===== src/rtl/spireg_regfile.sv =====
// spireg_regfile: register bank behind the spireg SPI slave.
//
// Holds ID, CTRL, IRQ_FLAG (W1C), IRQ_MASK, four read-only input words (IN0..IN3)
// and four general-purpose words (GP0..GP3). Also decodes fast commands into
// soft reset, IRQ clear, snapshot and forwarded user commands.
//
// Optional feature macro: SPIREG_REGFILE_SNAPSHOT_EN
//   defined   : IN0..IN3 read a shadow copy of in_data, captured on fast command
//               0x03 or on a fresh read access of IN0; status[6] reports snap_vld.
//   undefined : IN0..IN3 read in_data live; 0x03 is a NOP; status[6] is 0.
//
// Ports:
//   clk, rst        clock, synchronous active-high reset
//   reg_addr        register word address from spireg
//   reg_data_o      write data from spireg
//   reg_data_o_vld  one-cycle write strobe
//   reg_data_i      registered read data to spireg (1 clk latency)
//   status          {irq, snap_vld, irq_flag[5:0]}, registered
//   fastcmd(_vld)   fast command code and strobe
//   irq_src         rising-edge interrupt sources
//   in_data         four read-only input words, word k at [k*REG_W +: REG_W]
//   ctrl_o, gp_o    CTRL and GP0..GP3 register contents
//   irq             registered |(irq_flag & irq_mask)
//   user_cmd(_vld)  forwarded fast command code and one-cycle pulse

module spireg_regfile #(
  parameter int unsigned       ADDR_W   = 6,
  parameter int unsigned       REG_W    = 16,
  parameter logic [15:0]       ID_VAL   = 16'h5A01,
  parameter logic [REG_W-1:0]  CTRL_RST = '0
) (
  input  logic                 clk,
  input  logic                 rst,
  input  logic [ADDR_W-1:0]    reg_addr,
  input  logic [REG_W-1:0]     reg_data_o,
  input  logic                 reg_data_o_vld,
  output logic [REG_W-1:0]     reg_data_i,
  output logic [7:0]           status,
  input  logic [5:0]           fastcmd,
  input  logic                 fastcmd_vld,
  input  logic [7:0]           irq_src,
  input  logic [4*REG_W-1:0]   in_data,
  output logic [REG_W-1:0]     ctrl_o,
  output logic [4*REG_W-1:0]   gp_o,
  output logic                 irq,
  output logic [5:0]           user_cmd,
  output logic                 user_cmd_vld
);

  localparam logic [REG_W-1:0]  IdWord   = REG_W'(ID_VAL);
  localparam logic [ADDR_W-1:0] AddrId   = ADDR_W'(8'h00);
  localparam logic [ADDR_W-1:0] AddrCtrl = ADDR_W'(8'h01);
  localparam logic [ADDR_W-1:0] AddrFlag = ADDR_W'(8'h02);
  localparam logic [ADDR_W-1:0] AddrMask = ADDR_W'(8'h03);
  localparam logic [ADDR_W-1:0] AddrIn0  = ADDR_W'(8'h04);
  localparam logic [ADDR_W-1:0] AddrIn1  = ADDR_W'(8'h05);
  localparam logic [ADDR_W-1:0] AddrIn2  = ADDR_W'(8'h06);
  localparam logic [ADDR_W-1:0] AddrIn3  = ADDR_W'(8'h07);
  localparam logic [ADDR_W-1:0] AddrGp0  = ADDR_W'(8'h08);
  localparam logic [ADDR_W-1:0] AddrGp1  = ADDR_W'(8'h09);
  localparam logic [ADDR_W-1:0] AddrGp2  = ADDR_W'(8'h0A);
  localparam logic [ADDR_W-1:0] AddrGp3  = ADDR_W'(8'h0B);

  localparam logic [5:0] FcSoftRst = 6'h01;
  localparam logic [5:0] FcIrqClr  = 6'h02;
  localparam logic [5:0] FcUserMin = 6'h04;

  // State
  logic [REG_W-1:0]   ctrl_q, ctrl_d;
  logic [7:0]         mask_q, mask_d;
  logic [7:0]         flag_q, flag_d;
  logic [4*REG_W-1:0] gp_q, gp_d;
  logic [7:0]         hist_q, hist_d;
  logic [7:0]         edge_q, edge_d;
  logic               arm_q, arm_d;
  logic               irq_q, irq_d;
  logic [7:0]         status_q, status_d;
  logic [REG_W-1:0]   rdata_q, rdata_d;
  logic [5:0]         user_cmd_q, user_cmd_d;
  logic               user_cmd_vld_q, user_cmd_vld_d;

  // Decode
  logic               wr_en;
  logic               fc_soft;
  logic               fc_clr;
  logic               fc_user;
  logic [4*REG_W-1:0] in_view;
  logic               snap_vld;

  assign wr_en   = reg_data_o_vld;
  assign fc_soft = fastcmd_vld && (fastcmd == FcSoftRst);
  assign fc_clr  = fastcmd_vld && (fastcmd == FcIrqClr);
  assign fc_user = fastcmd_vld && (fastcmd >= FcUserMin);

`ifdef SPIREG_REGFILE_SNAPSHOT_EN
  localparam logic [5:0] FcSnap = 6'h03;

  logic [4*REG_W-1:0] shadow_q, shadow_d;
  logic               snap_vld_q, snap_vld_d;
  logic [ADDR_W-1:0]  prev_addr_q, prev_addr_d;
  logic               snap_trig;

  // A read access of IN0 is recognised by the address arriving at IN0, so a
  // multi-word burst starting at IN0 sees one coherent capture.
  assign snap_trig = (fastcmd_vld && (fastcmd == FcSnap)) ||
                     ((reg_addr == AddrIn0) && (prev_addr_q != AddrIn0));

  always_comb begin
    shadow_d    = shadow_q;
    snap_vld_d  = snap_vld_q;
    prev_addr_d = reg_addr;
    if (snap_trig) begin
      shadow_d   = in_data;
      snap_vld_d = 1'b1;
    end
    if (fc_soft) begin
      snap_vld_d = 1'b0;
    end
  end

  always_ff @(posedge clk) begin
    if (rst) begin
      shadow_q    <= '0;
      snap_vld_q  <= 1'b0;
      prev_addr_q <= '0;
    end else begin
      shadow_q    <= shadow_d;
      snap_vld_q  <= snap_vld_d;
      prev_addr_q <= prev_addr_d;
    end
  end

  assign in_view  = shadow_q;
  assign snap_vld = snap_vld_q;
`else
  assign in_view  = in_data;
  assign snap_vld = 1'b0;
`endif

  // Register writes; fast commands are applied after the bus write so they
  // win on any register both touch.
  always_comb begin
    ctrl_d = ctrl_q;
    mask_d = mask_q;
    gp_d   = gp_q;
    if (wr_en) begin
      if (reg_addr == AddrCtrl) ctrl_d = reg_data_o;
      if (reg_addr == AddrMask) mask_d = reg_data_o[7:0];
      if (reg_addr == AddrGp0) gp_d[0*REG_W +: REG_W] = reg_data_o;
      if (reg_addr == AddrGp1) gp_d[1*REG_W +: REG_W] = reg_data_o;
      if (reg_addr == AddrGp2) gp_d[2*REG_W +: REG_W] = reg_data_o;
      if (reg_addr == AddrGp3) gp_d[3*REG_W +: REG_W] = reg_data_o;
    end
    if (fc_soft) begin
      ctrl_d = CTRL_RST;
      mask_d = '0;
      gp_d   = '0;
    end
  end

  // Interrupt path. arm_q masks the first cycle after reset so a source
  // already high at reset release does not look like a rising edge.
  always_comb begin
    hist_d = irq_src;
    edge_d = irq_src & ~hist_q & {8{arm_q}};
    arm_d  = 1'b1;

    flag_d = flag_q;
    if (wr_en && (reg_addr == AddrFlag)) flag_d = flag_d & ~reg_data_o[7:0];
    if (fc_clr) flag_d = '0;
    // A new edge beats both W1C and the clear command.
    flag_d = flag_d | edge_q;
    // Soft reset is a full clear of the bank, edges included.
    if (fc_soft) flag_d = '0;

    irq_d    = |(flag_q & mask_q);
    status_d = {irq_d, snap_vld, flag_q[5:0]};
  end

  // Read mux from current register contents; registered to give 1 clk latency.
  always_comb begin
    rdata_d = '0;
    case (reg_addr)
      AddrId:   rdata_d = IdWord;
      AddrCtrl: rdata_d = ctrl_q;
      AddrFlag: rdata_d = {{(REG_W-8){1'b0}}, flag_q};
      AddrMask: rdata_d = {{(REG_W-8){1'b0}}, mask_q};
      AddrIn0:  rdata_d = in_view[0*REG_W +: REG_W];
      AddrIn1:  rdata_d = in_view[1*REG_W +: REG_W];
      AddrIn2:  rdata_d = in_view[2*REG_W +: REG_W];
      AddrIn3:  rdata_d = in_view[3*REG_W +: REG_W];
      AddrGp0:  rdata_d = gp_q[0*REG_W +: REG_W];
      AddrGp1:  rdata_d = gp_q[1*REG_W +: REG_W];
      AddrGp2:  rdata_d = gp_q[2*REG_W +: REG_W];
      AddrGp3:  rdata_d = gp_q[3*REG_W +: REG_W];
      default:  rdata_d = '0;
    endcase
  end

  // User command forwarding
  always_comb begin
    user_cmd_d     = user_cmd_q;
    user_cmd_vld_d = 1'b0;
    if (fc_user) begin
      user_cmd_d     = fastcmd;
      user_cmd_vld_d = 1'b1;
    end
  end

  always_ff @(posedge clk) begin
    if (rst) begin
      ctrl_q         <= CTRL_RST;
      mask_q         <= '0;
      flag_q         <= '0;
      gp_q           <= '0;
      hist_q         <= '0;
      edge_q         <= '0;
      arm_q          <= 1'b0;
      irq_q          <= 1'b0;
      status_q       <= '0;
      rdata_q        <= '0;
      user_cmd_q     <= '0;
      user_cmd_vld_q <= 1'b0;
    end else begin
      ctrl_q         <= ctrl_d;
      mask_q         <= mask_d;
      flag_q         <= flag_d;
      gp_q           <= gp_d;
      hist_q         <= hist_d;
      edge_q         <= edge_d;
      arm_q          <= arm_d;
      irq_q          <= irq_d;
      status_q       <= status_d;
      rdata_q        <= rdata_d;
      user_cmd_q     <= user_cmd_d;
      user_cmd_vld_q <= user_cmd_vld_d;
    end
  end

  assign reg_data_i   = rdata_q;
  assign status       = status_q;
  assign ctrl_o       = ctrl_q;
  assign gp_o         = gp_q;
  assign irq          = irq_q;
  assign user_cmd     = user_cmd_q;
  assign user_cmd_vld = user_cmd_vld_q;

endmodule


===== config.mk =====
export PLATFORM = sky130hd
export DESIGN_NAME = spireg_regfile
export DESIGN_NICKNAME = d
export VERILOG_FILES = /design/src/rtl/spireg_regfile.sv
export SDC_FILE = /design/constraint.sdc
export NUM_CORES = 1
export LEC_CHECK = 0
export CAP_MARGIN = 40
export CORE_MARGIN = 2
export CORE_UTILIZATION = 44
export CTS_CLUSTER_DIAMETER = 60
export DETAILED_ROUTE_END_ITERATION = 16
export PLACE_DENSITY = 0.87
export RECOVER_POWER = 50
export SKIP_LAST_GASP = 1
export SLEW_MARGIN = 0
export SYNTH_ARGS = -nofsm -noshare
export SYNTH_HDL_FRONTEND = slang
export SYNTH_SLANG_ARGS = --single-unit
export TNS_END_PERCENT = 100

===== constraint.sdc =====
create_clock -name clk -period 2.4 [get_ports clk]
set_input_delay 0.48 -clock clk [delete_from_list [all_inputs] [get_ports clk]]
set_output_delay 0.48 -clock clk [all_outputs]
set_load 0.03 [all_outputs]

==> results.md <==
- Worst EP arrival: 2.57 ns
- Hold Path End: flag_q[3]$_SDFF_PP0_
- IO Pins: 216
- Die X: 120.7 µm
- Nets: 1007
- Port bufs: 214
- Reg2reg path depth: 5
- Skew-Pair Late Insertion Delay: 0.43 ns
- Fin. Hold Viols: 0
- Final Setup Violations: 0
- Initial antenna violation count: 1
- Final Cycle Share: 94.55%
- Die area: 0.01456 mm²
- Via Count: 6253
- Global-route wire length before repair: 32.98 mm
- Initial Utilization: 45.06%
- Final Hold Slack: 0.4398 ns
- GR Util met1: 36.20%
- Crit end category: register
- R2r startpoint: gp_o[4]$_SDFFE_PP0P_
- Vias in the first global route: 6185
- Hold_buf cts: 0
- Area growth syn-to-layout: 53.17%
- Synth Cell Area: 0.005991 mm²
- Final global-route overflow total: 0
- Worst reg2reg endpoint: reg_data_i[4]$_SDFF_PP0_
- Final Skew: 0.007734 ns
- PD cells: 623.3 mW/mm²
- 1st-iter DRT viols: 664
- HP Start: edge_q[3]$_SDFF_PP0_
- Post-CTS Setup Bufs: 0
- Largest net degree at the start of global routing: 55
- Async S/R FF share, synth: 0%
- CTS resizes: 0
- Reg2reg setup slack: 0.99 ns
- Global Route met3 Usage: 7.594%
- Reg clk slew, reported paths: 0.06 ns
- Status: completed
- Final wirelength: 21.93 mm
- Worst hold stages: 2
- CP max FO: 16
- HP Class: register to register
- Rel. slew slack: 25.84%
- Worst setup SP type: input pin
- Routed vias/inst: 5.721
- Most Crowded Layer GR: met2
- Root Buffer Master: clkbuf_16
- DPL Wire Length: 15.39 mm
- Layout filler cell count: 924
- Yosys warnings: 0
- Post-synthesis sequential area ratio: 47.79%
- Max Cap Viol: 0
- Routed WL per cell: 20.06 µm
- Critical Path RT: 2.71 ns
- #FFs+latches synth: 143
- Worst-margin pin slew: 1.112 ns
- Max Clock Freq: 440.7 MHz
- Static Leak: 3.314 nW
- Min cycle time layout: 2.269 ns
- M2 GR Usage: 49.47%
- Synth Net Count: 779
- Post-synth cell types: 40
- # rows: 42
- Sink Count: 143
- Worst vdd ir: 0.6216 mV
- CTS tree: built
- RSZ-0062 raised after global routing: false
- Routed Antenna Nets: 0
- Clock Path Buffers: 2
- Power Total: 5.720 mW
- Die height: 120.7 µm
- Cell count after synthesis: 675
- Setup CP Type: input pin to register
- Max-slew violations: 0
- Share of layout cells above drive strength 1: 12.88%
- GPL Wtd Cong: 0.9645
- EDFF count, synth: 0
- Residual DRC: 0
- H-tree depth: 4
- First drt pass iteration count: 6
- Core area: 0.01330 mm²
- Syn Area/Cell: 8.875 µm²
- Synth Flop Type: dfxtp_1
- CTS buffer count: 17
- All-Layer GR Usage: 29.76%
[cells in the mapped netlist, types with 2 or more instances]
library cell / n / area share (%)
nor2b_1: 17 / 1.8
nand3b_1: 2 / 0.25
a22oi_1: 16 / 2.0
and3b_1: 8 / 1.2
a21oi_1: 92 / 7.7
inv_1: 4 / 0.25
nand3_1: 7 / 0.58
nor4_1: 2 / 0.21
a222oi_1: 4 / 0.67
nor3_1: 2 / 0.17
mux2i_1: 11 / 1.8
or2_2: 2 / 0.21
mux2_2: 13 / 2.4
buf_1: 7 / 0.44
a31oi_1: 13 / 1.4
dfxtp_1: 143 / 48
and2_1: 2 / 0.21
nor2_1: 45 / 2.8
mux4_2: 24 / 9.0
nand4b_1: 2 / 0.29
a22o_1: 3 / 0.44
clkbuf_1: 32 / 2.0
o21ai_0: 7 / 0.58
buf_4: 3 / 0.38
nand2_1: 186 / 12
a221oi_1: 7 / 1.0
buf_2: 7 / 0.58
nand2b_1: 2 / 0.21
[final cells by class]
| class | instances | area (µm²) | area share [%] |
|---|---|---|---|
| inverters | 4 | 15.01 | 0.1636 |
| diodes | 1 | 2.502 | 0.02727 |
| clock inverters | 14 | 181.4 | 1.977 |
| flip-flops and latches | 143 | 2863 | 31.20 |
| clock buffers | 18 | 429.2 | 4.677 |
| repair buffers | 259 | 2555 | 27.84 |
| multi-input cells | 478 | 2910 | 31.72 |
| well taps | 176 | 220.2 | 2.400 |
[worst max path at each step]
stage	startpoint	to	slack [ns]	depth (start not counted)
3_5_place_dp	reg_addr[5]	ctrl_o[5]$_SDFFE_PP0P_	-0.12	7
4_1_cts	reg_addr[4]	ctrl_o[8]$_SDFFE_PP0P_	0.25	7
6_report	reg_addr[4]	gp_o[48]$_SDFFE_PP0P_	0.13	8
5_1_grt	reg_addr[4]	gp_o[62]$_SDFFE_PP0P_	0.08	8
3_3_place_gp	reg_addr[5]	ctrl_o[7]$_SDFFE_PP0P_	-0.04	7
2_1_floorplan	reg_addr[1]	reg_data_i[7]$_SDFF_PP0_	0.23	6
[critical path: stages]
cell,delay (ns)
clkdlybuf4s50_1,0.45
buf_4,0.18
nor4b_2,0.49
clkbuf_1,0.34
nand4_1,0.15
buf_2,0.27
nand2_1,0.13
a21oi_1,0.07
[layer usage]
layer	vias to the layer above	wire [µm]
met1	2965	7898
met5	-	0
met4	0	828
met3	66	2571
li1	2812	-
met2	410	10630
[sequential cells by signal, summed over array words and instances, names as in the netlist]
| signal | cells |
|---|---|
| user_cmd_vld | 1 |
| arm_q | 1 |
| status | 6 |
| user_cmd | 6 |
| irq | 1 |
| edge_q | 8 |
| ctrl_o | 16 |
| flag_q | 8 |
| gp_o | 64 |
| hist_q | 8 |
| mask_q | 8 |
| reg_data_i | 16 |
[per-stage QoR]
step                instance area (µm²)  setup WS (ns)  util [%]  setup TNS, ns  cells
global route                       9176        0.07785     69.02              0   1093
floorplan                          5991         0.2326         -              0    675
finish                             9176         0.1308     69.02              0   1093
global placement                   8587       -0.04098     64.59        -0.7130   1060
CTS                                9198         0.2525     69.18              0   1092
detailed placement                 8587        -0.1172     64.59         -2.552   1060
[power breakdown]
group | switching (mW) | internal [mW] | leakage (nW) | total, mW
sequential | 0.0200 | 2.41 | 1.16 | 2.43
clock | 1.08 | 1.65 | 0.296 | 2.73
combinational | 0.266 | 0.293 | 1.86 | 0.560
total | 1.36 | 4.35 | 3.31 | 5.72
[placed cells by master, fill, tap and decap left out, types with 3 or more instances in the layout]
cell             count
a21oi_1             92
a221oi_1             7
a222oi_1             4
a22o_1               3
a22oi_1             16
a31oi_1             13
and3b_1              8
buf_12               8
buf_4               33
bufinv_16            3
clkbuf_1             5
clkbuf_16           17
clkdlybuf4s50_1    169
clkinv_4             5
dfxtp_1            143
dlygate4sd3_1       43
inv_1                4
inv_6                4
mux2_2              13
mux2i_1             11
mux4_2              24
nand2_1            186
nand3_1              7
nor2_1              45
nor2b_1             17
o21ai_0              7
[cells by family after synthesis]
| family | synth area share, % |
|---|---|
| mux | 13.30 |
| buf+inv | 3.843 |
| other cells | 0.06260 |
| compound gates | 14.41 |
| flops | 47.79 |
| simple gates | 20.59 |
No activity file was read; power rests on OpenSTA's default activity.
